[src/rtl/bank_sc_req_arbiter_if.sv]
// Request-side and controller-side bundles for the bank SRAM-controller arbiter.
// Signal suffixes follow the arbiter's point of view (_i into it, _o out of it).

interface bank_sc_req_if #(
  parameter int NUM_CH = 4
);
  logic [NUM_CH-1:0]   req_valid_i;
  logic [NUM_CH-1:0]   req_ready_o;
  logic [3*NUM_CH-1:0] req_opcode_i;
  logic [7*NUM_CH-1:0] req_set_way_offset_i;
  logic [8*NUM_CH-1:0] req_wbuffer_id_i;
  logic [3*NUM_CH-1:0] req_rob_num_i;

  modport master (
    output req_valid_i, req_opcode_i, req_set_way_offset_i, req_wbuffer_id_i, req_rob_num_i,
    input  req_ready_o
  );
  modport slave (
    input  req_valid_i, req_opcode_i, req_set_way_offset_i, req_wbuffer_id_i, req_rob_num_i,
    output req_ready_o
  );
endinterface

interface bank_sc_isu_if;
  logic       isu_sc_valid_o;
  logic       isu_sc_ready_i;
  logic [1:0] isu_sc_channel_id_o;
  logic [2:0] isu_sc_opcode_o;
  logic [6:0] isu_sc_set_way_offset_o;
  logic [7:0] isu_sc_wbuffer_id_o;
  logic [2:0] isu_sc_xbar_rob_num_o;

  modport master (
    output isu_sc_valid_o, isu_sc_channel_id_o, isu_sc_opcode_o,
           isu_sc_set_way_offset_o, isu_sc_wbuffer_id_o, isu_sc_xbar_rob_num_o,
    input  isu_sc_ready_i
  );
  modport slave (
    input  isu_sc_valid_o, isu_sc_channel_id_o, isu_sc_opcode_o,
           isu_sc_set_way_offset_o, isu_sc_wbuffer_id_o, isu_sc_xbar_rob_num_o,
    output isu_sc_ready_i
  );
endinterface

[src/rtl/bank_sc_req_arbiter.sv]
// Round-robin arbiter feeding one bank's SRAM controller with a single outstanding,
// registered request; drops illegal opcodes and watches for hung requests.

module bank_sc_req_arbiter #(
  parameter int NUM_CH  = 4,
  parameter int TIMEOUT = 1024,
  parameter int TO_W    = 11
) (
  input  logic             clk_i,
  input  logic             rst_i,
  bank_sc_req_if.slave     req,
  bank_sc_isu_if.master    isu,
  output logic             illegal_op_o,
  output logic             hang_o
);

  typedef enum logic [0:0] {
    IDLE = 1'b0,
    BUSY = 1'b1
  } state_e;

  localparam logic [TO_W-1:0] TIMEOUT_C = TO_W'(TIMEOUT);
  localparam logic [1:0]      LAST_CH_C = 2'(NUM_CH - 1);

  state_e          state_q, state_d;
  logic [1:0]      rr_ptr_q, rr_ptr_d;
  logic            valid_q, valid_d;
  logic [1:0]      ch_id_q, ch_id_d;
  logic [2:0]      opcode_q, opcode_d;
  logic [6:0]      swo_q, swo_d;
  logic [7:0]      wbuf_q, wbuf_d;
  logic [2:0]      rob_q, rob_d;
  logic [TO_W-1:0] wd_q, wd_d;
  logic            illegal_q, illegal_d;
  logic            hang_q, hang_d;

  // Channels padded to four slots so a 2-bit wrap of rr_ptr equals a mod-NUM_CH search.
  logic       val_a  [4];
  logic [2:0] op_a   [4];
  logic [6:0] swo_a  [4];
  logic [7:0] wbuf_a [4];
  logic [2:0] rob_a  [4];

  logic       slot_free_s;
  logic       grant_vld_s;
  logic [1:0] grant_idx_s;
  logic [1:0] cand_s;
  logic       hit_s;
  logic       accept_s;
  logic       legal_s;
  logic [3:0] ready_s;

  for (genvar c = 0; c < 4; c++) begin : g_ch
    if (c < NUM_CH) begin : g_on
      assign val_a[c]  = req.req_valid_i[c];
      assign op_a[c]   = req.req_opcode_i[3*c +: 3];
      assign swo_a[c]  = req.req_set_way_offset_i[7*c +: 7];
      assign wbuf_a[c] = req.req_wbuffer_id_i[8*c +: 8];
      assign rob_a[c]  = req.req_rob_num_i[3*c +: 3];
    end else begin : g_off
      assign val_a[c]  = 1'b0;
      assign op_a[c]   = 3'd0;
      assign swo_a[c]  = 7'd0;
      assign wbuf_a[c] = 8'd0;
      assign rob_a[c]  = 3'd0;
    end
  end

  // Round-robin search starting at rr_ptr; first valid channel wins.
  always_comb begin
    grant_vld_s = 1'b0;
    grant_idx_s = 2'd0;
    cand_s      = 2'd0;
    hit_s       = 1'b0;
    for (int i = 0; i < 4; i++) begin
      cand_s      = rr_ptr_q + 2'(i);
      hit_s       = !grant_vld_s && val_a[cand_s];
      grant_idx_s = hit_s ? cand_s : grant_idx_s;
      grant_vld_s = grant_vld_s | hit_s;
    end
  end

  assign slot_free_s = (state_q == IDLE) | ((state_q == BUSY) & isu.isu_sc_ready_i);
  assign accept_s    = slot_free_s & grant_vld_s;
  assign legal_s     = ~op_a[grant_idx_s][2];
  assign ready_s     = accept_s ? (4'b0001 << grant_idx_s) : 4'b0000;

  // Next-state, payload capture and watchdog.
  always_comb begin
    state_d   = state_q;
    rr_ptr_d  = rr_ptr_q;
    valid_d   = valid_q;
    ch_id_d   = ch_id_q;
    opcode_d  = opcode_q;
    swo_d     = swo_q;
    wbuf_d    = wbuf_q;
    rob_d     = rob_q;
    illegal_d = illegal_q;
    wd_d      = wd_q;
    hang_d    = hang_q;

    if ((state_q == BUSY) && !isu.isu_sc_ready_i) begin
      wd_d   = (wd_q != TIMEOUT_C) ? wd_q + TO_W'(1) : wd_q;
      hang_d = hang_q | (wd_q == (TIMEOUT_C - TO_W'(1)));
    end else begin
      wd_d   = {TO_W{1'b0}};
      hang_d = hang_q;
    end

    case (state_q)
      IDLE, BUSY: begin
        if (accept_s) begin
          rr_ptr_d = (grant_idx_s == LAST_CH_C) ? 2'd0 : grant_idx_s + 2'd1;
          if (legal_s) begin
            state_d  = BUSY;
            valid_d  = 1'b1;
            ch_id_d  = grant_idx_s;
            opcode_d = op_a[grant_idx_s];
            swo_d    = swo_a[grant_idx_s];
            wbuf_d   = wbuf_a[grant_idx_s];
            rob_d    = rob_a[grant_idx_s];
          end else begin
            state_d   = IDLE;
            valid_d   = 1'b0;
            illegal_d = 1'b1;
          end
        end else if ((state_q == BUSY) && isu.isu_sc_ready_i) begin
          state_d = IDLE;
          valid_d = 1'b0;
        end else begin
          state_d = state_q;
          valid_d = valid_q;
        end
      end
      default: begin
        state_d = IDLE;
        valid_d = 1'b0;
      end
    endcase
  end

  // State and output registers.
  always_ff @(posedge clk_i or posedge rst_i) begin
    if (rst_i) begin
      state_q   <= IDLE;
      rr_ptr_q  <= 2'd0;
      valid_q   <= 1'b0;
      ch_id_q   <= 2'd0;
      opcode_q  <= 3'd0;
      swo_q     <= 7'd0;
      wbuf_q    <= 8'd0;
      rob_q     <= 3'd0;
      wd_q      <= {TO_W{1'b0}};
      illegal_q <= 1'b0;
      hang_q    <= 1'b0;
    end else begin
      state_q   <= state_d;
      rr_ptr_q  <= rr_ptr_d;
      valid_q   <= valid_d;
      ch_id_q   <= ch_id_d;
      opcode_q  <= opcode_d;
      swo_q     <= swo_d;
      wbuf_q    <= wbuf_d;
      rob_q     <= rob_d;
      wd_q      <= wd_d;
      illegal_q <= illegal_d;
      hang_q    <= hang_d;
    end
  end

  assign req.req_ready_o             = ready_s[NUM_CH-1:0];
  assign isu.isu_sc_valid_o          = valid_q;
  assign isu.isu_sc_channel_id_o     = ch_id_q;
  assign isu.isu_sc_opcode_o         = opcode_q;
  assign isu.isu_sc_set_way_offset_o = swo_q;
  assign isu.isu_sc_wbuffer_id_o     = wbuf_q;
  assign isu.isu_sc_xbar_rob_num_o   = rob_q;
  assign illegal_op_o                = illegal_q;
  assign hang_o                      = hang_q;

endmodule

[src/flat_wrapper.sv]
// flat-port wrapper written by rule: the top's interface ports become plain ports
module bank_sc_req_arbiter_flat 
#(
  parameter int NUM_CH  = 4,
  parameter int TIMEOUT = 1024,
  parameter int TO_W    = 11
)
  (clk_i, rst_i, illegal_op_o, hang_o, req_req_valid_i, req_req_opcode_i, req_req_set_way_offset_i, req_req_wbuffer_id_i, req_req_rob_num_i, req_req_ready_o, isu_isu_sc_valid_o, isu_isu_sc_channel_id_o, isu_isu_sc_opcode_o, isu_isu_sc_set_way_offset_o, isu_isu_sc_wbuffer_id_o, isu_isu_sc_xbar_rob_num_o, isu_isu_sc_ready_i);
  bank_sc_req_if #(.NUM_CH(NUM_CH)) req_i ();
  bank_sc_isu_if isu_i ();
  input  logic clk_i;
  input  logic rst_i;
  output logic illegal_op_o;
  output logic hang_o;
  input wire logic [$bits(req_i.req_valid_i)-1:0] req_req_valid_i;
  input wire logic [$bits(req_i.req_opcode_i)-1:0] req_req_opcode_i;
  input wire logic [$bits(req_i.req_set_way_offset_i)-1:0] req_req_set_way_offset_i;
  input wire logic [$bits(req_i.req_wbuffer_id_i)-1:0] req_req_wbuffer_id_i;
  input wire logic [$bits(req_i.req_rob_num_i)-1:0] req_req_rob_num_i;
  output wire logic [$bits(req_i.req_ready_o)-1:0] req_req_ready_o;
  output wire logic [$bits(isu_i.isu_sc_valid_o)-1:0] isu_isu_sc_valid_o;
  output wire logic [$bits(isu_i.isu_sc_channel_id_o)-1:0] isu_isu_sc_channel_id_o;
  output wire logic [$bits(isu_i.isu_sc_opcode_o)-1:0] isu_isu_sc_opcode_o;
  output wire logic [$bits(isu_i.isu_sc_set_way_offset_o)-1:0] isu_isu_sc_set_way_offset_o;
  output wire logic [$bits(isu_i.isu_sc_wbuffer_id_o)-1:0] isu_isu_sc_wbuffer_id_o;
  output wire logic [$bits(isu_i.isu_sc_xbar_rob_num_o)-1:0] isu_isu_sc_xbar_rob_num_o;
  input wire logic [$bits(isu_i.isu_sc_ready_i)-1:0] isu_isu_sc_ready_i;
  assign req_i.req_valid_i = req_req_valid_i;
  assign req_i.req_opcode_i = req_req_opcode_i;
  assign req_i.req_set_way_offset_i = req_req_set_way_offset_i;
  assign req_i.req_wbuffer_id_i = req_req_wbuffer_id_i;
  assign req_i.req_rob_num_i = req_req_rob_num_i;
  assign req_req_ready_o = req_i.req_ready_o;
  assign isu_isu_sc_valid_o = isu_i.isu_sc_valid_o;
  assign isu_isu_sc_channel_id_o = isu_i.isu_sc_channel_id_o;
  assign isu_isu_sc_opcode_o = isu_i.isu_sc_opcode_o;
  assign isu_isu_sc_set_way_offset_o = isu_i.isu_sc_set_way_offset_o;
  assign isu_isu_sc_wbuffer_id_o = isu_i.isu_sc_wbuffer_id_o;
  assign isu_isu_sc_xbar_rob_num_o = isu_i.isu_sc_xbar_rob_num_o;
  assign isu_i.isu_sc_ready_i = isu_isu_sc_ready_i;
  bank_sc_req_arbiter #(.NUM_CH(NUM_CH), .TIMEOUT(TIMEOUT), .TO_W(TO_W)) u_core (.clk_i(clk_i), .rst_i(rst_i), .req(req_i), .isu(isu_i), .illegal_op_o(illegal_op_o), .hang_o(hang_o));
endmodule
[config.mk]
export PLATFORM = sky130hd
export DESIGN_NAME = bank_sc_req_arbiter_flat
export DESIGN_NICKNAME = d
export VERILOG_FILES = /design/src/rtl/bank_sc_req_arbiter_if.sv /design/src/rtl/bank_sc_req_arbiter.sv /design/src/flat_wrapper.sv
export SDC_FILE = /design/constraint.sdc
export NUM_CORES = 1
export LEC_CHECK = 0
export BUFFER_PORTS_ARGS = -buffer_cell sky130_fd_sc_hd__buf_4
export CORE_ASPECT_RATIO = 1.75
export CORE_MARGIN = 2
export CORE_UTILIZATION = 50
export CTS_CLUSTER_SIZE = 30
export DETAILED_ROUTE_END_ITERATION = 16
export GPL_ROUTABILITY_DRIVEN = 0
export PLACE_DENSITY = 0.94
export SETUP_SLACK_MARGIN = 0.05
export SYNTH_ARGS = -nofsm -noshare
export SYNTH_HDL_FRONTEND = slang
export SYNTH_SLANG_ARGS = --single-unit
[constraint.sdc]
create_clock -name clk_i -period 3.12 [get_ports clk_i]
set_input_delay 0.624 -clock clk_i [delete_from_list [all_inputs] [get_ports clk_i]]
set_output_delay 0.624 -clock clk_i [all_outputs]
set_load 0.05 [all_outputs]
==> impl_metrics.toml, run 1 <==
[outcome]
status = "finished, final reports clean"

[power]
p_int_w = 0.001850
p_seq_share_pct = 23.6
p_leak_nw = 1.913
combinationalPowerShare_pct = 64.3
swShare_pct = 45.63
powerDensity_nw_per_um2 = 954.0
ir_drop_mv = 0.9900
p_sw_w = 0.001553
clkPwrFrac_pct = 12.1

[clocking]
cts_buffers = 5
cts_tree = "built"
ctsResizeCount = 0
hold_buffers = 0
cts_max_path_buffers = 2
postCtsSetupBuffers = 0
cts.sinks = 38
root_buffer = "clkbuf_8"
htree_num_levels = 2
clkTransAtPathRegs_ns = 0.07
clk_latency_ns = 0.29

[hold_path]
hp-class = "reg2reg"

[sta]
min_period_ns = 2.733
clock_skew_ns = 0.007073
setup_viol_count_final = 0
report.final.hold_viol_count = 0
slew_headroom_pct = 42.75
period_share_pct = 87.59
whs_ns = 0.4694
max_slew.worst_pin.slew_ns = 0.8578
maxSlewViolCount = 0
rsz0062_at_grt = "no"
max_freq_ghz = 0.3659
fin_setup_tns_ns = 0

[route]
vias = 2135
drc_errors = 0
wl_per_cell_um = 16.78
routed_wl_um = 6546
drt_iter0_drc = 22
ant_nets = 0
vias_per_cell = 5.474
dr.pass1.iters = 4

[synth]
synth_top_area_share_pct = 37.87
synth_commonest_cells = "mux2i_1 (61), dfrtp_1 (38), mux2_4 (19)"
synth.largest_area_cell = "dfrtp_1"
synth_flop_cell = "dfrtp_1"
synth_edf_count = 0
syn_area_um2 = 2511
synthArstFlopShare_pct = 100.0
synth_seq_cells = 38
yosysUniqueCellTypes = 35
synth.area.top_cells = "dfrtp_1 (38%), mux2i_1 (24%), mux2_4 (11%), ha_1 (3.0%), nor2_1 (2.7%)"
synth.most_common_cell = "mux2i_1"
synth_nets = 312
avgSynthCellArea_um2 = 11.68
synthCells = 215
yosys_warnings = 0
ys_seq_area_share_pct = 37.87

[worst_setup_path]
arrival_ns = 2.11
startpoint_type = "input port"
worst_ep_required_time_ns = 2.50
cp_max_fo = 8
crit_type = "in2out"
end_kind = "output pin"

[cells_and_area]
area.growth.synth_to_final_pct = 42.05
layout.nets = 432
seqCellArea_um2 = 950.9
stdcell_area_um2 = 3567
instances_no_fill = 390
drive_gt1_share_pct = 47.32
final_core_util_pct = 72.92
diodes = 0
fillerInstances = 346
multi_input_comb_area_um2 = 1466

[flow_run]
drv_cap = 0

[floorplanning]
die_y_um = 97.75
start_util_pct = 51.33
die_area_um2 = 5627
core_um2 = 4892
num_rows = 34
boundaryPins = 121
die_w_um = 57.57

[grt]
overflow = 0
grt_pass1_vias = 2239
grt_start_max_net_pins = 41
grt_first_pass_wirelength_um = 10360
track_usage_pct = 23.99
antenna_found_initial = 0

[place]
placed_cell_area_um2 = 3458
dp_hpwl_um = 5189
dp.cells = 382
io_buffers = 119
-- area by class of cell --
type	count	share of cell area, %
Tap cell	54	1.894
Multi-Input combinational cell	158	41.11
Sequential cell	38	26.66
Clock inverter	3	1.122
Clock buffer	5	1.929
Inverter	8	0.8418
Timing Repair Buffer	124	26.45
-- worst paths after layout --
check | startpoint | cells past startpoint | endpoint | slack (ns)
worst max-delay path | req_req_valid_i[0] | 8 | req_req_ready_o[0] | 0.39
worst min register to register | u_core.hang_o$_DFFE_PP0P_ | 1 | u_core.hang_o$_DFFE_PP0P_ | 0.47
worst min-delay path | u_core.hang_o$_DFFE_PP0P_ | 1 | u_core.hang_o$_DFFE_PP0P_ | 0.47
max in group asynchronous | rst_i | 3 | u_core.wd_q[10]$_DFFE_PP0P_ | 1.88
min in group asynchronous | rst_i | 2 | u_core.isu.isu_sc_wbuffer_id_o[7]$_DFFE_PP0P_ | 0.51
worst max register to register | u_core.rr_ptr_q[0]$_DFFE_PP0P_ | 7 | u_core.isu.isu_sc_opcode_o[1]$_DFFE_PP0P_ | 0.70
-- flip-flops by register name, indices dropped and copies added (netlist names) --
register	flops
u_core.isu.isu_sc_set_way_offset_o	7
u_core.wd_q	11
u_core.illegal_op_o	1
u_core.hang_o	1
u_core.isu.isu_sc_valid_o	1
u_core.isu.isu_sc_xbar_rob_num_o	3
u_core.rr_ptr_q	2
u_core.isu.isu_sc_channel_id_o	2
u_core.isu.isu_sc_wbuffer_id_o	8
u_core.isu.isu_sc_opcode_o	2
-- per-layer routing --
layer	track usage, %	share of wire (%)
met1	24.50	34
met2	45.02	59
met3	5.695	5.3
met4	9.123	2.6
met5	0	0
-- power by group through the flow --
stage | Sequential, W | Combinational, W | Clock, W
4_1_cts | 0.000805 | 0.00221 | 0.000417
6_report | 0.000803 | 0.00219 | 0.000411
3_3_place_gp | 0.000798 | 0.00214 | 0
2_1_floorplan | 0.00132 | 0.00110 | 0
3_5_place_dp | 0.000806 | 0.00221 | 0
5_1_grt | 0.000825 | 0.00230 | 0.000438
-- cells in the final DEF (no fill, tap or decap), types with 2 or more instances in the layout --
| master | count |
|---|---|
| buf_4 | 123 |
| mux2i_1 | 61 |
| and2_1 | 5 |
| a21oi_1 | 5 |
| dfrtp_1 | 38 |
| nand2b_1 | 2 |
| ha_1 | 6 |
| clkbuf_8 | 5 |
| xnor2_1 | 6 |
| nand2_1 | 4 |
| clkinv_2 | 2 |
| nor4_1 | 2 |
| nand3_1 | 4 |
| mux2_4 | 19 |
| nor2_1 | 18 |
| mux2_1 | 2 |
| xor2_1 | 3 |
| mux2i_4 | 2 |
| a21o_1 | 2 |
| mux2_2 | 2 |
| and3_1 | 3 |
| inv_1 | 8 |
-- per-stage QoR --
stage | setup slack, ns | total power, W
CTS | 0.3645 | 0.003433
global route | 0.2841 | 0.003566
detailed placement | 0.3735 | 0.003016
floorplan | 0.4305 | 0.002417
finish | 0.3871 | 0.003403
global placement | 0.4184 | 0.002942
-- cells by family after synthesis --
family | share of synthesized area (%)
flip-flops | 37.87
other | 0.1493
multiplexers | 39.26
AO/OA/AOI/OAI | 3.687
XOR/XNOR | 3.139
adder cells (fa/ha/maj) | 2.989
buffers and inverters | 4.036
AND/OR/NAND/NOR | 8.869
-- critical path: stages --
cell,delay (ns)
buf_4,0.12
a21oi_1,0.13
nor3b_1,0.09
nor3_4,0.43
inv_1,0.18
ha_1,0.21
and2_1,0.13
buf_4,0.18
(Power assumes the default switching activity.)
==> inputs of run 2 (changes only) <==
- CORE_ASPECT_RATIO: 1.75 -> 0.7
==> run 2 against run 1 <==
Net effect:
- critical path type unchanged
- combinational power about the same
- flip-flop and latch count is the same
- largest power group unchanged
- count of clock-buffer cells in the layout is the same
- sequential share of layout area is essentially flat
- cell area is 0.11% lower
- cell count increased by 3.8%
==> impl_metrics.toml, run 2 (synthesis gave the netlist of run 1 again) <==
[outcome]
status = "finished, final reports clean"

[sta]
setup_viol_count_final = 0
max_freq_ghz = 0.3824
period_share_pct = 83.81
rsz0062_at_grt = "no"
fin_setup_tns_ns = 0
report.final.hold_viol_count = 0
slew_headroom_pct = 41.38
clock_skew_ns = 0.005441
max_slew.worst_pin.slew_ns = 0.8783
maxSlewViolCount = 0
min_period_ns = 2.615

[route]
wl_per_cell_um = 15.45
dr.pass1.iters = 4
drc_errors = 0
routed_wl_um = 6258
vias = 2085
vias_per_cell = 5.148
ant_nets = 0
drt_iter0_drc = 128

[power]
p_seq_share_pct = 24.2
combinationalPowerShare_pct = 66.3
power_w = 0.003289
p_leak_nw = 1.904
clkPwrFrac_pct = 9.5
p_int_w = 0.001766
powerDensity_nw_per_um2 = 923.0
swShare_pct = 46.30
p_sw_w = 0.001523
ir_drop_mv = 0.4411

[clocking]
clk_latency_ns = 0.29
ctsResizeCount = 0
cts.sinks = 38
cts_max_path_buffers = 2
htree_num_levels = 2
hold_buffers = 0
clkTransAtPathRegs_ns = 0.07
cts_buffers = 5
root_buffer = "clkbuf_8"
postCtsSetupBuffers = 0
cts_tree = "built"

[hold_path]
hp-class = "reg2reg"
holdPathStages = 1
hp-start = "u_core.illegal_op_o$_DFFE_PP0P_"

[grt]
overflow = 0
grt_first_pass_wirelength_um = 10070
global_route.usage.met3_pct = 7.339
antenna_found_initial = 0
use_met1_pct = 28.68
grt_pass1_vias = 2135
met2_usage_pct = 40.39
track_usage_pct = 23.45
grt_start_max_net_pins = 39
top_usage_layer = "met2"

[place]
io_buffers = 119
dp.cells = 398
dp_hpwl_um = 5095

[cells_and_area]
diodes = 0
area.growth.synth_to_final_pct = 41.90
instances_no_fill = 405
largest_reg_flops = 11
final_common_cell = "buf_4"
drive_gt1_share_pct = 47.32
largest-register = "u_core.wd_q"
layout.nets = 433
fillerInstances = 370
final_cell_mix = "buf_4 (124), mux2i_1 (61), dfrtp_1 (38)"

[floorplanning]
die_area_um2 = 5614
die_w_um = 88.71
num_rows = 21
die_y_um = 63.29
start_util_pct = 52.22
core_um2 = 4808
boundaryPins = 121

[worst_setup_path]
startpoint_type = "input port"
r2r_cells = 7
crit_type = "in2out"
cp_max_fo = 7
end_kind = "output pin"
r2r_start = "u_core.rr_ptr_q[0]$_DFFE_PP0P_"
cp-startpoint = "req_req_valid_i[0]"
arrival_ns = 1.99
worst_ep_required_time_ns = 2.50

[flow_run]
drv_cap = 0
==> run 2: cell count changes in the layout (fill, tap and decap cells not counted) <==
| cell | previous run | this run |
|---|---|---|
| buf_4 | 123 | 124 |
| bufinv_16 | 1 | 0 |
==> run 2: path summary, 6_finish.rpt <==
check	slack, ns	to
setup / recovery	0.51	req_req_ready_o[1]
hold / removal	0.47	u_core.illegal_op_o$_DFFE_PP0P_
setup reg to reg	0.77	u_core.isu.isu_sc_set_way_offset_o[1]$_DFFE_PP0P_
hold reg to reg	0.47	u_core.illegal_op_o$_DFFE_PP0P_
max in group asynchronous	1.93	u_core.isu.isu_sc_set_way_offset_o[0]$_DFFE_PP0P_
min in group asynchronous	0.52	u_core.wd_q[4]$_DFFE_PP0P_
==> run 2: power by group through the flow <==
stage                     registers [W]  clock network [W]  logic [W]
after floorplan                 0.00132                  0    0.00110
after global placement         0.000794                  0    0.00213
after detailed placement       0.000796                  0    0.00220
after CTS                      0.000795           0.000322    0.00220
after global routing           0.000818           0.000346    0.00230
final                          0.000795           0.000314    0.00218
==> run 2: cell type report <==
| class | count | area, um^2 | share of cell area (%) |
|---|---|---|---|
| tap | 69 | 86.33 | 2.423 |
| timing repair buffer | 125 | 950.9 | 26.69 |
| inverter | 8 | 30.03 | 0.8427 |
| clock inverter | 2 | 10.01 | 0.2809 |
| multi-input combinational | 158 | 1466 | 41.15 |
| sequential | 38 | 950.9 | 26.69 |
| clock buffer | 5 | 68.82 | 1.931 |
==> run 2: metal layers <==
metal,wire [um],share of wire [%]
met5,0,0
met4,81,1.3
met3,393,6.3
met2,3263,52
met1,2519,40
==> run 2: worst max-delay path, stage by stage <==
cell and delay, ns:
buf_4 0.12, a21oi_1 0.16, nor3b_1 0.10, nor3_4 0.32, inv_1 0.14, ha_1 0.20
and2_1 0.13, buf_4 0.18
==> run 2: metrics by stage <==
| step | hold WS [ns] | worst slack [ns] | util, % | instance area [um^2] |
|---|---|---|---|---|
| detailed placement | 0.4533 | 0.4316 | 72.47 | 3485 |
| CTS | 0.4685 | 0.5002 | 74.11 | 3563 |
| finish | 0.4653 | 0.5052 | 74.11 | 3563 |
| global placement | 0.4620 | 0.5194 | 72.47 | 3485 |
| global route | 0.4900 | 0.3886 | 74.11 | 3563 |
| floorplan | 0.5192 | 0.4305 | - | 2511 |
==> inputs of run 3 (changes only) <==
- CORE_UTILIZATION: 50 -> 47
- PLACE_DENSITY: 0.94 -> 0.89
- clock period: 3.12 -> 2.6 ns (I/O delays scaled with it)
==> run 3 against run 2 <==
Net effect:
- utilization shrank 4.8 points
- worst setup slack lost 0.38 ns
- cell area up 1.2%
- die area rose by 6.0%
- register-to-register slack worse by 0.32 ns
- non-clock buffer count grew 3
- sequential share of layout area down 0.32 points
- flip-flop and latch count did not move
- critical path depth is 1 lower
- count of clock-buffer cells in the layout increased by 2
- first-iteration DRC count fell by 48%
- highest routed layer unchanged
==> impl_metrics.toml, run 3 (synthesis gave the netlist of run 1 again) <==
[floorplanning]
die_area_um2 = 5953
num_rows = 22
die_y_um = 65.16
core_um2 = 5202
boundaryPins = 121
start_util_pct = 48.27
die_w_um = 91.37

[clocking]
cts.sinks = 38
clkTransAtPathRegs_ns = 0.07
clk_latency_ns = 0.29
cts_max_path_buffers = 2
root_buffer = "clkbuf_8"
cts_tree = "built"
cts_buffers = 5
htree_num_levels = 2

[grt]
met2_usage_pct = 35.00
track_usage_pct = 21.37
top_usage_layer = "met2"
global_route.usage.met3_pct = 4.817
grt_start_max_net_pins = 39
grt_pass1_vias = 2060
antenna_found_initial = 0
overflow = 0
use_met1_pct = 27.72
grt_first_pass_wirelength_um = 9922

[sta]
min_period_ns = 2.470
clock_skew_ns = 0.001688
fin_setup_tns_ns = 0
rsz0062_at_grt = "no"
max_freq_ghz = 0.4048
layout_setup_ws_ns = 0.1297
slew_headroom_pct = 61.51
report.final.hold_viol_count = 0
maxSlewViolCount = 0
max_slew.worst_pin.slew_ns = 0.5722
period_share_pct = 95.01
setup_viol_count_final = 0

[route]
vias_per_cell = 5.051
drt_iter0_drc = 66
vias = 2076
drc_errors = 0
ant_nets = 0
routed_wl_um = 6133
wl_per_cell_um = 14.92
dr.pass1.iters = 4

[place]
pre_cts_ws_ns = 0.1733
dp_hpwl_um = 4963
io_buffers = 119

[worst_setup_path]
worst_ep_required_time_ns = 2.08
startpoint_type = "flip-flop"
arrival_ns = 1.95
cp_cell_sequence = "nand2b_1 -> a21oi_1 -> a211o_4 -> inv_1 -> ha_1 -> and2_1 -> buf_4"
r2r_cells = 8
reg2reg_to = "u_core.isu.isu_sc_wbuffer_id_o[4]$_DFFE_PP0P_"
crit_type = "reg2out"
rrSetupSlack_ns = 0.45
worst_path_max_delay_cell = "a211o_4"
end_kind = "output pin"
critical_path.max_stage_delay_ns = 0.40
cp_max_fo = 8
r2r_start = "u_core.rr_ptr_q[1]$_DFFE_PP0P_"

[power]
powerDensity_nw_per_um2 = 1108
ir_drop_mv = 0.5578
p_leak_nw = 1.918

[cells_and_area]
layout.nets = 436
diodes = 0
drive_gt1_share_pct = 47.20
area.growth.synth_to_final_pct = 43.65
final_common_cell = "buf_4"
largest-register = "u_core.wd_q"
largest_reg_flops = 11
final_cell_mix = "buf_4 (126), mux2i_1 (61), dfrtp_1 (38)"

[flow_run]
drv_cap = 0

[outcome]
status = "finished, final reports clean"

[hold_path]
hp-class = "in2async"
==> run 3: changes by cell type in the layout (fill, tap and decap cells not counted) <==
cell	change
a211o_2	-1
a211o_4	+1
buf_12	+1
buf_4	+2
clkbuf_1	+2
clkinv_2	-2
==> run 3: through the flow <==
step | utilization (%) | area (um^2) | hold WS, ns | instances | power [W]
6_report | 69.34 | 3607 | 0.3399 | 411 | 0.003997
5_1_grt | 69.34 | 3607 | 0.3860 | 411 | 0.004219
4_1_cts | 68.90 | 3585 | 0.3480 | 409 | 0.003999
3_5_place_dp | 67.44 | 3508 | 0.4858 | 402 | 0.003617
3_3_place_gp | 67.44 | 3508 | 0.4575 | 402 | 0.003561
2_1_floorplan | - | 2511 | 0.5192 | 215 | 0.002900
==> run 3: how the worst max path moves through the flow <==
stage / end / startpoint / slack (ns) / depth (start not counted)
floorplan: req_req_ready_o[3] / req_req_valid_i[1] / 0.12 / 8
global placement: req_req_ready_o[1] / req_req_valid_i[1] / 0.23 / 8
detailed placement: req_req_ready_o[1] / req_req_valid_i[1] / 0.17 / 8
CTS: req_req_ready_o[1] / u_core.rr_ptr_q[0]$_DFFE_PP0P_ / 0.09 / 7
global route: req_req_ready_o[1] / u_core.rr_ptr_q[0]$_DFFE_PP0P_ / 0.04 / 7
finish: req_req_ready_o[1] / u_core.rr_ptr_q[0]$_DFFE_PP0P_ / 0.13 / 7
==> run 3: critical path, delay by kind of cell, from the launching register on <==
family	cells	cell delay, ns
flops	1	0.39
fa+ha+maj	1	0.16
simple gates	2	0.25
buf+inv	2	0.37
compound gates	2	0.48
==> run 3: timing repair <==
| item | in CTS | in global routing |
|---|---|---|
| hold buffers | 0 | 0 |
| resized for setup | 0 | 1 |
| setup buffers | 0 | 2 |
| endpoints found under the setup margin | 0 | 3 |
==> run 3: layer usage <==
layer | part of all wire [%] | vias up | wire length [um]
met4 | 2.1 | 0 | 128
li1 | - | 1002 | -
met1 | 43 | 998 | 2634
met5 | 0 | - | 0
met2 | 50 | 64 | 3050
met3 | 5.2 | 12 | 319
==> run 3: cell type report <==
type                    instances  area [um^2]
repair buffers                128        985.9
clock buffers                   7        76.32
multi-input cells             158         1474
flip-flops and latches         38        950.9
fillers                       396         1595
well taps                      72        90.09
inverters                       8        30.03
==> run 3: power by group <==
| group | total, W | internal [W] | switching (W) |
|---|---|---|---|
| Combinational | 0.00266 | 0.00118 | 0.00148 |
| Clock | 0.000373 | 0.000184 | 0.000189 |
| Sequential | 0.000960 | 0.000809 | 0.000150 |
| Total | 0.00400 | 0.00217 | 0.00182 |
